===== src/rtl/i2c_pkg.sv =====
// i2c_pkg: shared phase/state encodings and bus constants for the I2C byte engine
package i2c_pkg;
  localparam logic [1:0] P0 = 2'd0;
  localparam logic [1:0] P1 = 2'd1;
  localparam logic [1:0] P2 = 2'd2;
  localparam logic [1:0] P3 = 2'd3;
  localparam logic [1:0] ST_IDLE = 2'd0;
  localparam logic [1:0] ST_DATA = 2'd1;
  localparam logic [1:0] ST_ACK  = 2'd2;
  localparam logic RW_WRITE = 1'b0;
  localparam logic RW_READ  = 1'b1;
  localparam logic ACK  = 1'b0;
  localparam logic NACK = 1'b1;
endpackage


===== src/rtl/i2c_stretch_timer.sv =====
// i2c_stretch_timer: counts stalled SCL-high ticks and flags when the limit is reached
module i2c_stretch_timer #(
  parameter int STRETCH_MAX = 255
) (
  input  logic clk,
  input  logic rst,
  input  logic clr,
  input  logic inc,
  output logic expired
);
  localparam int CW = STRETCH_MAX > 0 ? $clog2(STRETCH_MAX + 1) : 1;
  logic [CW-1:0] cnt;
  // clear wins over increment so a fresh start or a released SCL restarts the count
  always_ff @(posedge clk) begin
    if (rst || clr) cnt <= '0;
    else if (inc) cnt <= cnt + 1'b1;
  end
  assign expired = (STRETCH_MAX != 0) && (cnt == CW'(STRETCH_MAX));
endmodule


===== src/rtl/i2c_byte_engine.sv =====
// i2c_byte_engine: I2C master byte engine with ACK handling, bit order and stretch timeout
module i2c_byte_engine
  import i2c_pkg::*;
#(
  parameter int DATA_W      = 8,
  parameter int STRETCH_MAX = 255,
  parameter int MSB_FIRST   = 1
) (
  input  logic              i_clk,
  input  logic              i_rst,
  input  logic              i_tick,
  input  logic              i_start,
  input  logic              i_rw,
  input  logic [DATA_W-1:0] i_tx_data,
  input  logic              i_rx_nack,
  input  logic              i_scl,
  input  logic              i_sda,
  output logic              o_busy,
  output logic              o_done,
  output logic              o_nack_err,
  output logic              o_timeout_err,
  output logic [DATA_W-1:0] o_rx_data,
  output logic              o_sda,
  output logic              o_scl,
  output logic              o_sda_disable,
  output logic              o_scl_disable
);
  localparam int CW = DATA_W > 1 ? $clog2(DATA_W) : 1;
  logic [1:0]        state, phase;
  logic [CW-1:0]     slot;
  logic              rw, rx_nack, ack_bit, clr, inc, expired;
  logic [DATA_W-1:0] tx, rx;

  function automatic logic [CW-1:0] idx(input logic [CW-1:0] k);
    return (MSB_FIRST != 0) ? CW'(DATA_W - 1) - k : k;
  endfunction

  assign o_busy        = state != ST_IDLE;
  assign o_scl_disable = o_busy && (phase == P1 || phase == P2);
  assign o_sda_disable = (state == ST_DATA && rw == RW_READ) || (state == ST_ACK && rw == RW_WRITE);
  assign clr = (state == ST_IDLE && i_start) || (o_busy && phase == P1 && i_tick && i_scl);
  assign inc = o_busy && phase == P1 && i_tick && !i_scl;

  i2c_stretch_timer #(.STRETCH_MAX(STRETCH_MAX)) u_timer (
    .clk(i_clk), .rst(i_rst), .clr(clr), .inc(inc), .expired(expired)
  );

  // slot/phase sequencer: latches the request, walks P0..P3 per slot, samples on P2
  always_ff @(posedge i_clk) begin
    if (i_rst) begin
      state <= ST_IDLE;
      phase <= P0;
      slot <= '0;
      rw <= RW_WRITE;
      rx_nack <= NACK;
      ack_bit <= ACK;
      tx <= '0;
      rx <= '0;
      o_done <= 1'b0;
      o_nack_err <= 1'b0;
      o_timeout_err <= 1'b0;
      o_rx_data <= '0;
      o_sda <= 1'b1;
      o_scl <= 1'b0;
    end else begin
      o_done <= 1'b0;
      o_timeout_err <= 1'b0;
      if (state == ST_IDLE) begin
        if (i_start) begin
          rw <= i_rw;
          tx <= i_tx_data;
          rx_nack <= i_rx_nack;
          o_nack_err <= 1'b0;
          o_sda <= i_rw == RW_READ ? 1'b1 : i_tx_data[idx('0)];
          slot <= '0;
          phase <= P0;
          state <= ST_DATA;
        end
      end else if (phase == P1 && expired) begin
        state <= ST_IDLE;
        o_timeout_err <= 1'b1;
        o_scl <= 1'b0;
        o_sda <= 1'b1;
      end else if (i_tick) begin
        phase <= (phase == P1 && !i_scl) ? phase : phase + 2'd1;
        if (phase == P0) o_scl <= 1'b1;
        if (phase == P2) begin
          o_scl <= 1'b0;
          ack_bit <= i_sda;
          if (state == ST_DATA) rx[idx(slot)] <= i_sda;
        end
        if (phase == P3) begin
          if (state == ST_ACK) begin
            state <= ST_IDLE;
            o_done <= 1'b1;
            o_sda <= 1'b1;
            o_nack_err <= rw == RW_WRITE && ack_bit == NACK;
            if (rw == RW_READ) o_rx_data <= rx;
          end else if (slot == CW'(DATA_W - 1)) begin
            state <= ST_ACK;
            o_sda <= rw == RW_READ ? rx_nack : 1'b1;
          end else begin
            slot <= slot + 1'b1;
            o_sda <= rw == RW_READ ? 1'b1 : tx[idx(slot + 1'b1)];
          end
        end
      end
    end
  end
endmodule


===== config.mk =====
export PLATFORM = sky130hd
export DESIGN_NAME = i2c_byte_engine
export DESIGN_NICKNAME = d
export VERILOG_FILES = /design/src/rtl/i2c_pkg.sv /design/src/rtl/i2c_stretch_timer.sv /design/src/rtl/i2c_byte_engine.sv
export SDC_FILE = /design/constraint.sdc
export NUM_CORES = 1
export LEC_CHECK = 0
export ABC_AREA = 0
export CAP_MARGIN = 20
export CORE_ASPECT_RATIO = 0.9
export CORE_MARGIN = 3
export CORE_UTILIZATION = 33
export DETAILED_ROUTE_END_ITERATION = 10
export GPL_TIMING_DRIVEN = 0
export SYNTH_ARGS = -nofsm -noshare
export SYNTH_HDL_FRONTEND = slang
export SYNTH_SLANG_ARGS = --single-unit
export TNS_END_PERCENT = 50

===== constraint.sdc =====
create_clock -name i_clk -period 1.8 [get_ports i_clk]
set_input_delay 0.36 -clock i_clk [delete_from_list [all_inputs] [get_ports i_clk]]
set_output_delay 0.36 -clock i_clk [all_outputs]
set_load 0.005 [all_outputs]

Word-level counts from Yosys, hierarchy flattened --
Index checks and enable logic that the tools add are counted. W data, S select, Z words.
Storage, ports and cells: flip-flop bits (word level) 47, input port bits 16
Cells by class: add/sub/neg operators 5, $lt $le $gt $ge 3, equal/unequal tests 12, multiplexer cells 46, bitwise gates (word level) 5, reductions and logical operators 40
Operators by type and width (count):
- $mux W1 | 24
- $mux W2 | 12
- $mux W3 | 7
- $logic_and A1 B1 Y1 | 12
- $reduce_and A4 Y1 | 3
- $reduce_and A6 Y1 | 2
- $ne A2 B2 Y1 const B | 5
- $reduce_and A5 Y1 | 2
- $reduce_bool A2 Y1 | 5
- $reduce_bool A3 Y1 | 3
- $add A8 B1 Y8 const B | 1
- $bwmux W8 | 1
- $eq A8 B8 Y1 const B | 1
- $lt A3 B4 Y1 const B | 2
- $eq A2 B2 Y1 const B | 3
- $reduce_and A3 Y1 | 2
- $sub A3 B3 Y3 const A | 2
- $not A1 Y1 | 5
- $reduce_or A5 Y1 | 1
- $eq A2 B1 Y1 const B | 2
- $logic_not A2 Y1 | 2
- $logic_or A1 B1 Y1 | 4
- $reduce_bool A4 Y1 | 1
- $add A3 B1 Y3 const B | 1
- other kinds (8) | 8

Logic depth before layout (Yosys ltp) --
Gate-level depths: netlist of run 1.
depth after elaboration 11, mapped depth 7, depth with buffers taken out 6

Hierarchy --
From an unflattened synthesis of run 1, not the netlist that was laid out.
Second synthesis, totals: cells, all modules 249, area, all modules 2250.9 um^2
By module, submodules not included:
- i2c_byte_engine | instances 1, cells each 209, area each 1895.6 um^2, seq. area each 780.7 um^2
- i2c_stretch_timer | instances 1, cells each 40, area each 355.3 um^2, seq. area each 160.2 um^2

Worst setup path after synthesis of run 1 --
OpenSTA, ideal clock, no wires.
kind register to register, from register phase[1], to register rx[4], arrival 1.482 ns, setup slack 0.190 ns, cell stages (with the launch flop) 8, clock period less this slack 1.610 ns, cells stage by stage dfxtp_1 -> inv_1 -> ha_1 -> nand4_2 -> buf_2 -> o2111ai_1 -> mux2i_1 -> nor2_1
Between the ends: longest elaborated chain between the ends 4, elaborated cells on any way between the ends 5, classes of those cells eq/ne (2); bitwise (1); reduce/logical (2)
RTL lines:
- start, declared | line i2c_byte_engine.sv:29 | logic [1:0] state, phase;
- start signal, assigned | line i2c_byte_engine.sv:85 | phase <= (phase == P1 && !i_scl) ? phase : phase + 2'd1;
- $eq A2 B1 Y1 | line i2c_byte_engine.sv:79 | end else if (phase == P1 && expired) begin
- $logic_and A1 B1 Y1 | line i2c_byte_engine.sv:79
- $not A1 Y1 (no source line)
- $reduce_and A5 Y1 (no source line) (*)
- end signal, assigned by index | line i2c_byte_engine.sv:90 | if (state == ST_DATA) rx[idx(slot)] <= i_sda;
- end, declared | line i2c_byte_engine.sv:32 | logic [DATA_W-1:0] tx, rx;
Mark *: on every way between the ends. The rest lies on a longest branch, timed or not. A chain may end at the register's enable or synchronous reset.

Worst setup path in the final report of run 1 --
from input port i_start, to register phase[1]
Between the ends: longest elaborated chain between the ends 2
RTL lines:
- start, declared | line i2c_byte_engine.sv:12 | input logic i_start,
- $ne A2 B2 Y1 (no source line)
- $reduce_and A4 Y1 (no source line)
Every way passes these cells.

==> qor.csv, run 1 <==
metric,value,unit
outcome,finished clean,
synth_cells,256,
worstMarginPinSlew,0.603,ns
crit_top_cell,a21oi_1,
grt_pass1_wl,8.88,mm
path_clk_slew,0.10,ns
layout.nets,323,
peakVddDrop,0.000228,V
drc_errors,0,
ios,32,
ys_async_sr_fraction,0,%
wl_per_cell,14.1,µm
powerDensity,673,nW/µm²
synth_top_family_by_area,simple AND/OR/NAND/NOR gates,
synth-compound-area-share,17.6,%
via_per_inst,5.03,
synth_seq_area_share,40.8,%
synthXorXnorAreaFrac,2.66,%
syn-num-nets,279,
cp_top_family,simple AND/OR/NAND/NOR gates,
placed_cell_area,2720,µm²
clock_latency,0.31,ns
drt_iter0_markers,80,
ctsHoldBuffers,0,
syn-cell-area,2310,µm²
area_growth,28.0,%
crit_start,i_start,
crit_type,in -> reg,
max_freq,558,MHz
p_leak,1.12,nW
h-tree-depth,2,
pre_cts_slack,-0.365,ns
grt_setup_unrepaired,yes,
r2r-end,slot[0],
worst-path-stages,5,
synth_top_area_cell,dfxtp_1,
drv_cap,0,
path_buf_inv,1,
drtPass1Iterations,4,
die_x,94.2,µm
yosys.area_share.simple,22.7,%
clk_path_buf_depth,2,
start_kind,primary input,
synth_fa_ha_area_share,3.79,%
port_buffers,30,
hpwlAfterDp,3.80,mm
grt_util_all_layers,13.8,%
ant_nets,0,
r2r_slack,0.07,ns
slew_violations,0,
finalCriticalPeriod,1.79,ns
slew_headroom,59.4,%
cts_buffers,5,
rr_startpoint,slot[1],
synthDistinctLibCells,53,
grt_max_degree,16,
drt_wl_total,5.50,mm
synth-seq-cells,47,
cts.sinks,47,
synthFlopType,dfxtp_1,
yosys_warnings,0,
row_count,28,
dieArea,8040,µm²
die_h,85.3,µm
antenna_found_initial,0,
drive_gt1_share,16.3,%
cp.arrival,2.01,ns
synthMuxAreaShare,7.97,%
crit_chain,"clkdlybuf4s50_1, nor3b_2, a21oi_1, or3b_2, a21oi_1",
core,6690,µm²
cts_tree,done,
crit_path_end_kind,flop,
setup_viol,0,
dr_total_vias,1966,
gp_congestion,0.779,
cpPeakStageDelay,0.53,ns
worstRegToRegCells,6,
worstPathRequired,2.02,ns
cp_slowest_cell,clkdlybuf4s50_1,
grt.overflow.total,0,
hold_viol_final,0,
finish.instance_area,2950,µm²
final.setup.worst_slack,0.00877,ns
start_util,34.5,%
hold_path.class,in -> reg,
total_power,0.00199,W
yosysTopAreaCellShare,40.8,%
synth.area.top_cells,"dfxtp_1 (41%), mux2i_1 (6.5%), a21oi_1 (4.8%), nor2_1 (4.4%), nand2_1 (4.2%)",
critPathMaxFanout,4,
root_buffer,clkbuf_8,
antenna_cells,0,
grt_pass1_vias,1890,
fin_skew,0.0170,ns
critPathCapture,phase[1],
fin_crit_sh,99.5,%
syn_area_per_cell,9.02,µm²
synth_edf_count,0,
synth_stat cells (2+ instances only):
cell and count:
nand3_1 6, o21ai_0 10, nor2b_1 2, nand3b_1 2, nand2b_1 5, and2_1 2
ha_1 7, nor3b_1 2, nand4b_1 2, clkbuf_1 9, o211ai_1 4, xor2_1 3
or3b_2 2, nor3_1 4, nor2_1 27, xnor2_1 4, nand4_1 3, nor4_1 2
a21oi_1 22, o21a_1 2, inv_1 6, o2111ai_1 6, buf_2 6, nand2_1 26
dfxtp_1 47, a31oi_1 2, and3b_1 3, mux2i_1 15
worst min-delay path by stage:
stage | startpoint | slack (ns) | to | depth (start not counted)
5_1_grt | i_sda | 0.47 | rx[3] | 3
2_1_floorplan | tx[2] | 0.43 | tx[2] | 2
3_5_place_dp | tx[7] | 0.45 | tx[7] | 2
4_1_cts | i_sda | 0.45 | rx[3] | 3
3_3_place_gp | tx[7] | 0.44 | tx[7] | 2
6_report | i_sda | 0.46 | rx[3] | 3
through the flow:
step / utilization (%) / setup TNS, ns / std cells / hold slack, ns
2_1_floorplan: - / 0 / 256 / 0.433
3_3_place_gp: 40.7 / -8.08 / 376 / 0.444
3_5_place_dp: 40.7 / -8.33 / 376 / 0.449
4_1_cts: 42.9 / 0 / 388 / 0.445
5_1_grt: 44.1 / -0.148 / 391 / 0.469
6_report: 44.1 / 0 / 391 / 0.458
cell usage in the layout (no fill, tap or decap), drive strengths merged, types with 2 or more instances in the layout:
cell type and instances:
o2111ai 7, o21a 2, nand2b 5, and2 2, xor2 3, nor3b 3, clkbuf 15, nand4b 2
clkdlybuf4s50 27, xnor2 4, nand2 26, a21oi 22, a31oi 2, nor3 4, or3b 2, dfxtp 47
nor4 3, buf 16, o211ai 6, nor2b 2, o21ai 11, nand3b 2, nand3 6, inv 6
mux2i 15, ha 7, nor2 27, and3b 3, nand4 5
cell type report:
type | instances | area (µm²)
tap | 90 | 113
clock buffer | 6 | 82.6
clock inverter | 2 | 16.3
sequential | 47 | 943
multi-input combinational | 186 | 1330
fill | 684 | 3740
timing repair buffer | 37 | 359
buffer | 17 | 91.3
inverter | 6 | 22.5
where the power goes:
group | internal (W) | switching (W) | leakage [nW]
registers | 0.00106 | 0.0000140 | 0.382
clock network | 0.000314 | 0.000393 | 0.0474
logic | 0.0000954 | 0.000109 | 0.693
routing by layer:
metal,track usage [%],vias up,wire length [µm]
met2,21.4,38,2540
li1,-,1007,-
met1,18.0,916,2690
met3,4.17,5,220
met4,5.25,0,60
met5,0,-,0
cell families (layout without fill, tap and decap cells):
kind of cell	count (synthesis)	in the layout
AND/OR/NAND/NOR	96	96
AO/OA/AOI/OAI	59	59
flip-flops	47	47
buffers and inverters	23	68
multiplexers	17	17
adder cells (fa/ha/maj)	7	7
XOR/XNOR	7	7
worst register-to-register path: cells and delay by family (launching register included):
| kind | cells | cell delay, ns |
|---|---|---|
| flops | 1 | 0.43 |
| fa+ha+maj | 2 | 0.38 |
| simple gates | 2 | 0.30 |
| mux | 1 | 0.38 |
| compound gates | 1 | 0.19 |
state kept, by name (all words and copies together), names as in the netlist:
register	count
o_rx_data	8
rx	8
tx	8
u_timer.cnt	8
slot	3
phase	2
state	2
ack_bit	1
o_done	1
o_nack_err	1
o_scl	1
o_sda	1
o_timeout_err	1
rw	1
rx_nack	1
repair_timing:
action / CTS / global route
endpoints found under the hold margin: 0 / 0
gates cloned: 0 / 0
pin swaps: 1 / 2
setup endpoints to repair: 24 / 26
resized for setup: 16 / 10
buffers inserted: 4 / 3
Power figures use the tool's default switching activity.
==> run 2: changes to the inputs <==
--- a/config.mk
+++ b/config.mk
@@ -11,6 +11,7 @@
 export CORE_MARGIN = 3
 export CORE_UTILIZATION = 33
 export DETAILED_ROUTE_END_ITERATION = 10
+export GPL_ROUTABILITY_DRIVEN = 0
 export GPL_TIMING_DRIVEN = 0
 export SYNTH_ARGS = -nofsm -noshare
 export SYNTH_HDL_FRONTEND = slang
==> results of run 2 <==
Final layout, timing and power as in run 1 (identical DEF).
==> run 3: changes to the inputs <==
--- a/config.mk
+++ b/config.mk
@@ -13,6 +13,7 @@
 export DETAILED_ROUTE_END_ITERATION = 10
 export GPL_ROUTABILITY_DRIVEN = 0
 export GPL_TIMING_DRIVEN = 0
+export REMOVE_ABC_BUFFERS = 1
 export SYNTH_ARGS = -nofsm -noshare
 export SYNTH_HDL_FRONTEND = slang
 export SYNTH_SLANG_ARGS = --single-unit
==> qor.csv, run 3 (same netlist as run 1, synthesis figures left out) <==
metric,value,unit,change
outcome,finished clean,,unchanged
via_per_inst,5.18,,was 5.03
antenna_cells,0,,unchanged
die_h,85.3,µm,unchanged
grt.overflow.total,0,,unchanged
cts_tree,done,,unchanged
drtPass1Iterations,4,,unchanged
crit_type,reg -> out,,was in -> reg
worstPathRequired,1.44,ns,was 2.02 ns
cts.sinks,47,,unchanged
stdcell_count,385,,was 391
drt_wl_total,5.33,mm,was 5.50 mm
grt_pass1_vias,1885,,"was 1,890"
row_count,28,,unchanged
wl_per_cell,13.9,µm,was 14.1 µm
ios,32,,unchanged
fin_skew,0.00719,ns,was 0.0170 ns
start_util,34.5,%,unchanged
drv_cap,0,,unchanged
clk_path_buf_depth,2,,unchanged
ctsHoldBuffers,0,,unchanged
core,6690,µm²,unchanged
hpwlAfterDp,3.39,mm,was 3.80 mm
root_buffer,clkbuf_8,,unchanged
dr_total_vias,1994,,"was 1,966"
cp.arrival,1.39,ns,was 2.01 ns
drc_errors,0,,unchanged
grt_pass1_wl,8.63,mm,was 8.88 mm
placedCellCount,360,,was 376
max_freq,571,MHz,was 558 MHz
grt_max_degree,41,,was 16
peakVddDrop,0.000300,V,was 0.000228 V
final_common_cell,dfxtp_1,,unchanged
antenna_found_initial,0,,unchanged
hold_viol_final,0,,unchanged
worstMarginPinSlew,0.752,ns,was 0.603 ns
area_growth,29.4,%,was 28.0%
fin_crit_sh,97.2,%,was 99.5%
start_kind,flop,,was primary input
slew_headroom,49.9,%,was 59.4%
cts_buffers,5,,unchanged
mostFrequentLayoutCells,"dfxtp_1 (40), clkdlybuf4s50_1 (27), nor2_1 (26), nand2_1 (26), a21oi_1 (22)",,"was dfxtp_1 (45), clkdlybuf4s50_1 (27), nor2_1 (26), nand2_1 (26), a21oi_1 (22)"
critPathMaxFanout,4,,unchanged
finalCriticalPeriod,1.75,ns,was 1.79 ns
h-tree-depth,2,,unchanged
dieArea,8040,µm²,unchanged
die_x,94.2,µm,unchanged
layout.nets,317,,was 323
clock_latency,0.30,ns,was 0.31 ns
drive_gt1_share,20.0,%,was 16.3%
fillers,660,,was 684
setup_viol,0,,unchanged
ant_nets,0,,unchanged
total_power,0.00195,W,was 0.00199 W
hold_path.class,reg -> reg,,was in -> reg
p_leak,1.15,nW,was 1.12 nW
powerDensity,653,nW/µm²,was 673 nW/µm²
crit_path_end_kind,output port,,was flop
grt_setup_unrepaired,yes,,unchanged
port_buffers,31,,was 30
drt_iter0_markers,162,,was 80
grt_util_all_layers,13.3,%,was 13.8%
path_clk_slew,0.09,ns,was 0.10 ns
slew_violations,0,,unchanged
run 3: cell type report:
class	count	area, µm²	share of cell area [%]
Tap cell	90	113	3.77
Clock buffer	6	82.6	2.76
Timing Repair Buffer	47	438	14.7
Clock inverter	2	16.3	0.544
Inverter	6	22.5	0.754
Multi-Input combinational cell	187	1350	45.3
Sequential cell	47	962	32.2
run 3: timing repair:
item,4_1_cts,5_1_grt
gates cloned,0,1
buffers inserted,10,6
setup endpoints to repair,38,28
pin swaps,4,4
gates resized for setup,22,11
hold endpoints to repair,0,0
run 3: metal layers:
layer  track usage [%]  up-vias  share of wire, %
met2              21.3       37                47
met4              4.33        0              0.58
li1                  -     1006                 -
met3              3.01        4               4.3
met1              17.7      947                48
met5                 0        -                 0
run 3: per-stage QoR:
stage               cell area, µm²  TNS [ns]  setup slack, ns  hold WS (ns)  util [%]
finish                        2990         0           0.0499         0.462      44.7
global placement              2650    -19.74           -0.724         0.443      39.6
floorplan                     2230   -0.0546          -0.0405         0.427         -
detailed placement            2640    -13.28           -0.655         0.451      39.5
global route                  2990   -0.0529          -0.0274         0.494      44.7
CTS                           2890         0           0.0104         0.464      43.2
run 3: path summary, 6_finish.rpt:
check / slack [ns] / cells after the start / start / to
worst max-delay path: 0.05 / 4 / phase[1] / o_scl_disable
worst max register to register: 0.09 / 7 / phase[1] / o_nack_err
worst min-delay path: 0.46 / 2 / tx[1] / tx[1]
worst min register to register: 0.46 / 2 / tx[1] / tx[1]
run 3: worst max-delay path: stages (launching register included):
cell,delay (ns)
dfxtp_2,0.37
inv_2,0.05
ha_1,0.28
and2_4,0.14
dlygate4sd2_1,0.26
run 3: power by group:
part	internal (W)	total (W)	switching [W]
clock	0.000314	0.000681	0.000367
combinational	0.0000926	0.000198	0.000105
sequential	0.00106	0.00107	0.0000173
total	0.00146	0.00195	0.000489
